===== src/rtl/pezaris_pkg.sv =====
// Shared constants, FSM state encoding and step-count helper for the Pezaris final CPA stage.
package pezaris_pkg;

    localparam int unsigned PEZ_N = 7;

    typedef enum logic [1:0] {
        IDLE = 2'd0,
        RUN  = 2'd1,
        DONE = 2'd2
    } pez_state_e;

    // Number of RUN cycles needed to resolve n bits, chunk bits at a time.
    function automatic int unsigned pez_steps(input int unsigned n, input int unsigned chunk);
        if (chunk == 0) begin
            return 1;
        end
        return (n + chunk - 1) / chunk;
    endfunction

endpackage


===== src/rtl/pezaris_cpa_slice.sv =====
// Combinational CHUNK-bit ripple adder; lanes with lane_en low pass the carry through and emit 0.
module pezaris_cpa_slice #(
    parameter int unsigned CHUNK = 2
) (
    input  logic [CHUNK-1:0] a,
    input  logic [CHUNK-1:0] b,
    input  logic [CHUNK-1:0] lane_en,
    input  logic             cin,
    output logic [CHUNK-1:0] sum_c,
    output logic             cout_c
);

    logic [CHUNK:0] cy;

    assign cy[0] = cin;

    for (genvar i = 0; i < CHUNK; i++) begin : g_fa
        assign sum_c[i]  = lane_en[i] & (a[i] ^ b[i] ^ cy[i]);
        assign cy[i + 1] = lane_en[i] ? ((a[i] & b[i]) | (a[i] & cy[i]) | (b[i] & cy[i]))
                                      : cy[i];
    end

    assign cout_c = cy[CHUNK];

endmodule


===== src/rtl/pezaris_cpa_seq.sv =====
// Multi-cycle carry-propagate stage resolving the high product half CHUNK bits per cycle.
// Optional build macro PEZ_CPA_COUT_EN exposes the MSB-slice carry out as out_cout.
module pezaris_cpa_seq
    import pezaris_pkg::*;
#(
    parameter int unsigned N     = PEZ_N,
    parameter int unsigned CHUNK = 2
) (
    input  logic           clk,
    input  logic           rst,
    input  logic           in_valid,
    output logic           in_ready,
    input  logic [N-1:0]   in_u,
    input  logic [N-1:0]   in_c,
    input  logic           in_cin,
    input  logic [N-1:0]   in_lo,
    output logic           out_valid,
    input  logic           out_ready,
`ifdef PEZ_CPA_COUT_EN
    output logic           out_cout,
`endif
    output logic [2*N-1:0] out_p
);

    localparam int unsigned STEPS = pez_steps(N, CHUNK);
    localparam int unsigned SW    = (STEPS > 1) ? $clog2(STEPS) : 1;

    if (CHUNK == 0 || CHUNK > N) begin : g_chunk_range
        $error("pezaris_cpa_seq: CHUNK must lie in 1..N");
    end

    pez_state_e      state_q, state_d;
    logic [N-1:0]    u_q, u_d;
    logic [N-1:0]    c_q, c_d;
    logic [N-1:0]    lo_q, lo_d;
    logic [N-1:0]    hi_q, hi_d;
    logic            carry_q, carry_d;
    logic [SW-1:0]   step_q, step_d;
    logic            in_ready_q, in_ready_d;
    logic            out_valid_q, out_valid_d;

`ifdef PEZ_CPA_COUT_EN
    logic            cout_q, cout_d;
    assign out_cout = cout_q;
`else
    // Carry out of the MSB slice is simply not retained in this build.
`endif

    int unsigned     slice_base;
    logic [CHUNK-1:0] slice_a, slice_b, slice_en, slice_sum;
    logic            slice_cout;

    // Select the current CHUNK-wide window; lanes past bit N-1 are disabled.
    always_comb begin
        slice_base = 32'(step_q) * CHUNK;
        slice_a    = CHUNK'(u_q >> slice_base);
        slice_b    = CHUNK'(c_q >> slice_base);
        slice_en   = '0;
        for (int i = 0; i < int'(CHUNK); i++) begin
            slice_en[i] = (slice_base + 32'(i)) < N;
        end
    end

    pezaris_cpa_slice #(
        .CHUNK (CHUNK)
    ) u_slice (
        .a       (slice_a),
        .b       (slice_b),
        .lane_en (slice_en),
        .cin     (carry_q),
        .sum_c   (slice_sum),
        .cout_c  (slice_cout)
    );

    // Next-state and datapath update.
    always_comb begin
        state_d = state_q;
        u_d     = u_q;
        c_d     = c_q;
        lo_d    = lo_q;
        hi_d    = hi_q;
        carry_d = carry_q;
        step_d  = step_q;
`ifdef PEZ_CPA_COUT_EN
        cout_d  = cout_q;
`endif

        unique case (state_q)
            IDLE: begin
                if (in_valid) begin
                    u_d     = in_u;
                    // Top carry bit falls at weight 2^(2N) and is dropped by the truncation.
                    c_d     = N'({in_c, 1'b0});
                    lo_d    = in_lo;
                    carry_d = in_cin;
                    step_d  = '0;
                    state_d = RUN;
                end
            end
            RUN: begin
                hi_d    = (hi_q & ~(N'(slice_en) << slice_base)) | (N'(slice_sum) << slice_base);
                carry_d = slice_cout;
                if (step_q == SW'(STEPS - 1)) begin
                    state_d = DONE;
`ifdef PEZ_CPA_COUT_EN
                    cout_d  = slice_cout;
`endif
                end else begin
                    step_d = SW'(step_q + 1'b1);
                end
            end
            DONE: begin
                if (out_ready) begin
                    state_d = IDLE;
                end
            end
            default: begin
                state_d = IDLE;
            end
        endcase

        in_ready_d  = (state_d == IDLE);
        out_valid_d = (state_d == DONE);
    end

    always_ff @(posedge clk) begin
        if (rst) begin
            state_q     <= IDLE;
            u_q         <= '0;
            c_q         <= '0;
            lo_q        <= '0;
            hi_q        <= '0;
            carry_q     <= 1'b0;
            step_q      <= '0;
            in_ready_q  <= 1'b1;
            out_valid_q <= 1'b0;
`ifdef PEZ_CPA_COUT_EN
            cout_q      <= 1'b0;
`endif
        end else begin
            state_q     <= state_d;
            u_q         <= u_d;
            c_q         <= c_d;
            lo_q        <= lo_d;
            hi_q        <= hi_d;
            carry_q     <= carry_d;
            step_q      <= step_d;
            in_ready_q  <= in_ready_d;
            out_valid_q <= out_valid_d;
`ifdef PEZ_CPA_COUT_EN
            cout_q      <= cout_d;
`endif
        end
    end

    assign in_ready  = in_ready_q;
    assign out_valid = out_valid_q;
    assign out_p     = {hi_q, lo_q};

endmodule


===== config.mk =====
export PLATFORM = sky130hd
export DESIGN_NAME = pezaris_cpa_seq
export DESIGN_NICKNAME = d
export VERILOG_FILES = /design/src/rtl/pezaris_pkg.sv /design/src/rtl/pezaris_cpa_slice.sv /design/src/rtl/pezaris_cpa_seq.sv
export SDC_FILE = /design/constraint.sdc
export NUM_CORES = 1
export LEC_CHECK = 0
export ABC_AREA = 1
export BUFFER_PORTS_ARGS = -buffer_cell sky130_fd_sc_hd__buf_2
export CAP_MARGIN = 10
export CELL_PAD_IN_SITES_DETAIL_PLACEMENT = 2
export CELL_PAD_IN_SITES_GLOBAL_PLACEMENT = 2
export CORE_ASPECT_RATIO = 1.1
export CORE_UTILIZATION = 31
export CTS_BUF_LIST = sky130_fd_sc_hd__clkbuf_4 sky130_fd_sc_hd__clkbuf_8
export DETAILED_ROUTE_END_ITERATION = 8
export PLACE_DENSITY_LB_ADDON = 0.25
export REMOVE_ABC_BUFFERS = 1
export SYNTH_ARGS = -nofsm -noshare
export SYNTH_HDL_FRONTEND = slang
export SYNTH_HIERARCHICAL = 1
export SYNTH_SLANG_ARGS = --single-unit

===== constraint.sdc =====
create_clock -name clk -period 5.4 [get_ports clk]
set_input_delay 0.54 -clock clk [delete_from_list [all_inputs] [get_ports clk]]
set_output_delay 0.54 -clock clk [all_outputs]
set_load 0.01 [all_outputs]

==> flow_metrics.py <==
metrics = {
    "outcome": {
        "status": "complete, no violations",
    },
    "pwr": {
        "p_leak_nw": 0.8834,
        "combPwrFrac_pct": 17.0,
        "switching_power_mw": 0.1654,
        "internal_power_mw": 0.4144,
        "clockPowerShare_pct": 34.3,
        "p_seq_share_pct": 48.7,
        "cellPowerDensity_mw_per_mm2": 314.6,
        "total_power_mw": 0.5798,
        "peakVddDrop_uv": 97.50,
        "p_sw_share_pct": 28.53,
    },
    "sta": {
        "skew_ps": 6.683,
        "rsz0062_at_grt": "no",
        "hold_violations": 0,
        "finalSetupTns_ps": 0,
        "fmax_mhz": 334.4,
        "tightest_slew_ps": 613.5,
        "setup_viol": 0,
        "min_period_ps": 2991,
        "post-route-period-util_pct": 55.39,
        "slew_headroom_pct": 59.05,
        "finalMaxSlewViolations": 0,
    },
    "global_routing": {
        "grt_pass1_vias": 1500,
        "grt_pass1_wl_mm": 6.610,
        "grt_max_degree": 24,
        "overflow": 0,
        "grt_usage_pct": 16.05,
        "antenna_found_initial": 0,
    },
    "cells_and_area": {
        "utilization_pct": 39.34,
        "final_cells": 307,
        "final_nets": 282,
        "fillers": 596,
        "area_delta_synth_final_pct": 20.15,
        "antenna_cells": 0,
        "layout-drive-gt1-share_pct": 21.12,
    },
    "critical_path": {
        "crit_path_start_kind": "flip-flop",
        "path_cells": "inv_1 -> o21ai_0 -> o22ai_1 -> fa_1 -> inv_1 -> nand2_1 -> and2_1 -> fa_1 -> nand2_1 -> inv_1 -> inv_1 -> nor2_1 -> nand3_1 -> a21oi_1",
        "path_buf_inv": 4,
        "crit_type": "reg2reg",
        "arrival_ps": 3200,
        "r2r-start": "step_q[0]$_SDFFE_PP0P_",
        "critPathTopFamily": "adder cells",
        "reg2reg_slack_ps": 2410,
        "slowest_delay_ps": 550,
        "r2r_cells": 14,
        "cp_max_fo": 12,
        "path_common_cell": "inv_1",
        "cp-end-kind": "flip-flop",
        "cp.required_ps": 5610,
        "critical_path.slowest_cell": "dfxtp_1",
        "reg2reg_to": "hi_q[5]$_SDFFE_PP0N_",
    },
    "drt": {
        "drt_iter0_drc": 28,
        "drc": 0,
        "drtPass1Iterations": 5,
        "num_vias": 1468,
        "viasPerCell": 4.782,
        "ant_nets": 0,
        "routed_wl_mm": 3.849,
        "wire_per_inst_um": 12.54,
    },
    "yosys": {
        "synth_cell_types": 23,
        "synth_edf_count": 0,
        "postSynth.asyncResetShare_pct": 0,
        "synthCells": 212,
        "syn_area_mm2": 0.001534,
        "seq_area_frac_synth_pct": 44.37,
        "synth_warnings": 6,
        "synth.most_common_cell": "nor2_1",
        "synth_area_leader_cell": "dfxtp_1",
        "postSynthAreaPerCell_um2": 7.236,
        "synthFlopType": "dfxtp_1",
        "synth_top_area_share_pct": 44.37,
        "ys_ff_latch": 34,
        "ys_top_cells_by_count": "57 x nor2_1, 34 x dfxtp_1, 26 x nand2_1",
        "synth_area_leaders": "dfxtp_1 44%, nor2_1 14%, o21ai_0 7.8%",
    },
    "clock_network": {
        "clock-sinks": 34,
        "cts_root_buf": "clkbuf_8",
        "cts_tree": "yes",
        "htreeDepth": 2,
        "postCtsSetupBuffers": 0,
        "clock_path_buffers": 2,
        "clkSlewWorstSetupHoldPaths_ps": 70,
        "numCtsBuffers": 5,
        "cts_hold_buffers": 0,
        "clk_latency_ps": 280,
        "cts-resized-gates": 0,
    },
    "flow_run": {
        "drv_cap": 0,
    },
    "floorplanning": {
        "core-area_mm2": 0.004684,
        "num_rows": 26,
        "fp.dieH_um": 75.78,
        "dieArea_mm2": 0.005234,
        "ios": 42,
        "dieWidth_um": 69.07,
        "start_util_pct": 32.75,
    },
    "hold_path": {
        "min_to": "hi_q[3]$_SDFFE_PP0N_",
        "hold_class": "reg2reg",
        "min_delay_path_depth": 2,
        "hold_start": "hi_q[3]$_SDFFE_PP0N_",
    },
    "place": {
        "io_buffers": 40,
        "dp_hpwl_mm": 2.810,
        "placed_cells_incl_taps": 299,
        "gp_congestion": 0.7077,
    },
}
layer usage:
layer	vias to the layer above	track usage (%)	wire, um
li1	739	-	-
met1	689	16.48	1577
met2	33	31.50	2052
met3	7	4.894	178
met4	0	5.442	41
met5	-	0	0
state kept, by name (all words and copies together), names as in the netlist:
signal and cells:
u_q 7, hi_q 7, state_q 2, step_q 2
in_ready 1, carry_q 1, out_valid 1, lo_q 7
c_q 6
placed cells by master (no fill, tap or decap):
cell type and instances:
fa_1 2, a21oi_1 11, nor2_2 1, inv_2 2, nand2_4 1, nor2_1 57
nand3_1 12, clkbuf_8 6, o22ai_1 1, inv_1 16, conb_1 3, and2_1 1
clkinv_2 1, ha_1 4, clkbuf_4 1, buf_2 40, dfxtp_1 34, o21ai_1 5
nor2_4 1, nand2_1 26, nand3b_1 2, o21ai_0 24
layout make-up:
type                            count  area, um^2  area share (%)
Inverter                           18       67.56           3.666
Clock buffer                        7       90.09           4.888
Sequential cell                    34       680.7           36.93
Tap cell                           56       70.07           3.802
Multi-Input combinational cell    151       729.5           39.58
Clock inverter                      1       5.005          0.2716
Timing Repair Buffer               40       200.2           10.86
metrics by stage:
stage	setup slack, ps	instance area [um^2]	hold slack, ps
5_1_grt	2145	1843	489.8
3_3_place_gp	2448	1748	445.5
2_1_floorplan	2826	1478	449.5
4_1_cts	2366	1843	467.7
6_report	2409	1843	462.8
3_5_place_dp	2388	1748	456.8
power by group through the flow:
stage                     Sequential [mW]  Clock, mW  Combinational, mW
after floorplan                     0.288          0             0.0622
after global placement              0.288          0             0.0963
after detailed placement            0.288          0             0.0999
after CTS                           0.283      0.207              0.101
after global routing                0.284      0.216              0.117
final                               0.282      0.199             0.0985
worst reg2reg max path, stage by stage, from the launching register on:
cell	delay, ps
dfxtp_1	550
inv_1	300
o21ai_0	220
o22ai_1	110
fa_1	420
inv_1	70
nand2_1	70
and2_1	170
fa_1	480
nand2_1	60
inv_1	70
inv_1	40
nor2_1	130
nand3_1	100
a21oi_1	160
how the worst max path moves through the flow:
stage / from / end / slack, ps / cells after the start
final: step_q[0]$_SDFFE_PP0P_ / hi_q[5]$_SDFFE_PP0N_ / 2410 / 14
after global routing: step_q[0]$_SDFFE_PP0P_ / hi_q[5]$_SDFFE_PP0N_ / 2150 / 14
after CTS: step_q[0]$_SDFFE_PP0P_ / hi_q[5]$_SDFFE_PP0N_ / 2370 / 14
after detailed placement: step_q[0]$_SDFFE_PP0P_ / hi_q[5]$_SDFFE_PP0N_ / 2390 / 14
after global placement: step_q[0]$_SDFFE_PP0P_ / hi_q[1]$_SDFFE_PP0N_ / 2450 / 14
after floorplan: step_q[0]$_SDFFE_PP0P_ / hi_q[1]$_SDFFE_PP0N_ / 2830 / 14
logic make-up (layout without fill, tap and decap cells):
group,count (synthesis),count (layout),synth area share (%)
adder cells (fa/ha/maj),6,6,5.873
flip-flops,34,34,44.37
buffers and inverters,29,66,8.564
other,1,3,0.2445
AND/OR/NAND/NOR,101,101,27.49
AO/OA/AOI/OAI,41,41,13.46
(Power assumes the default switching activity.)
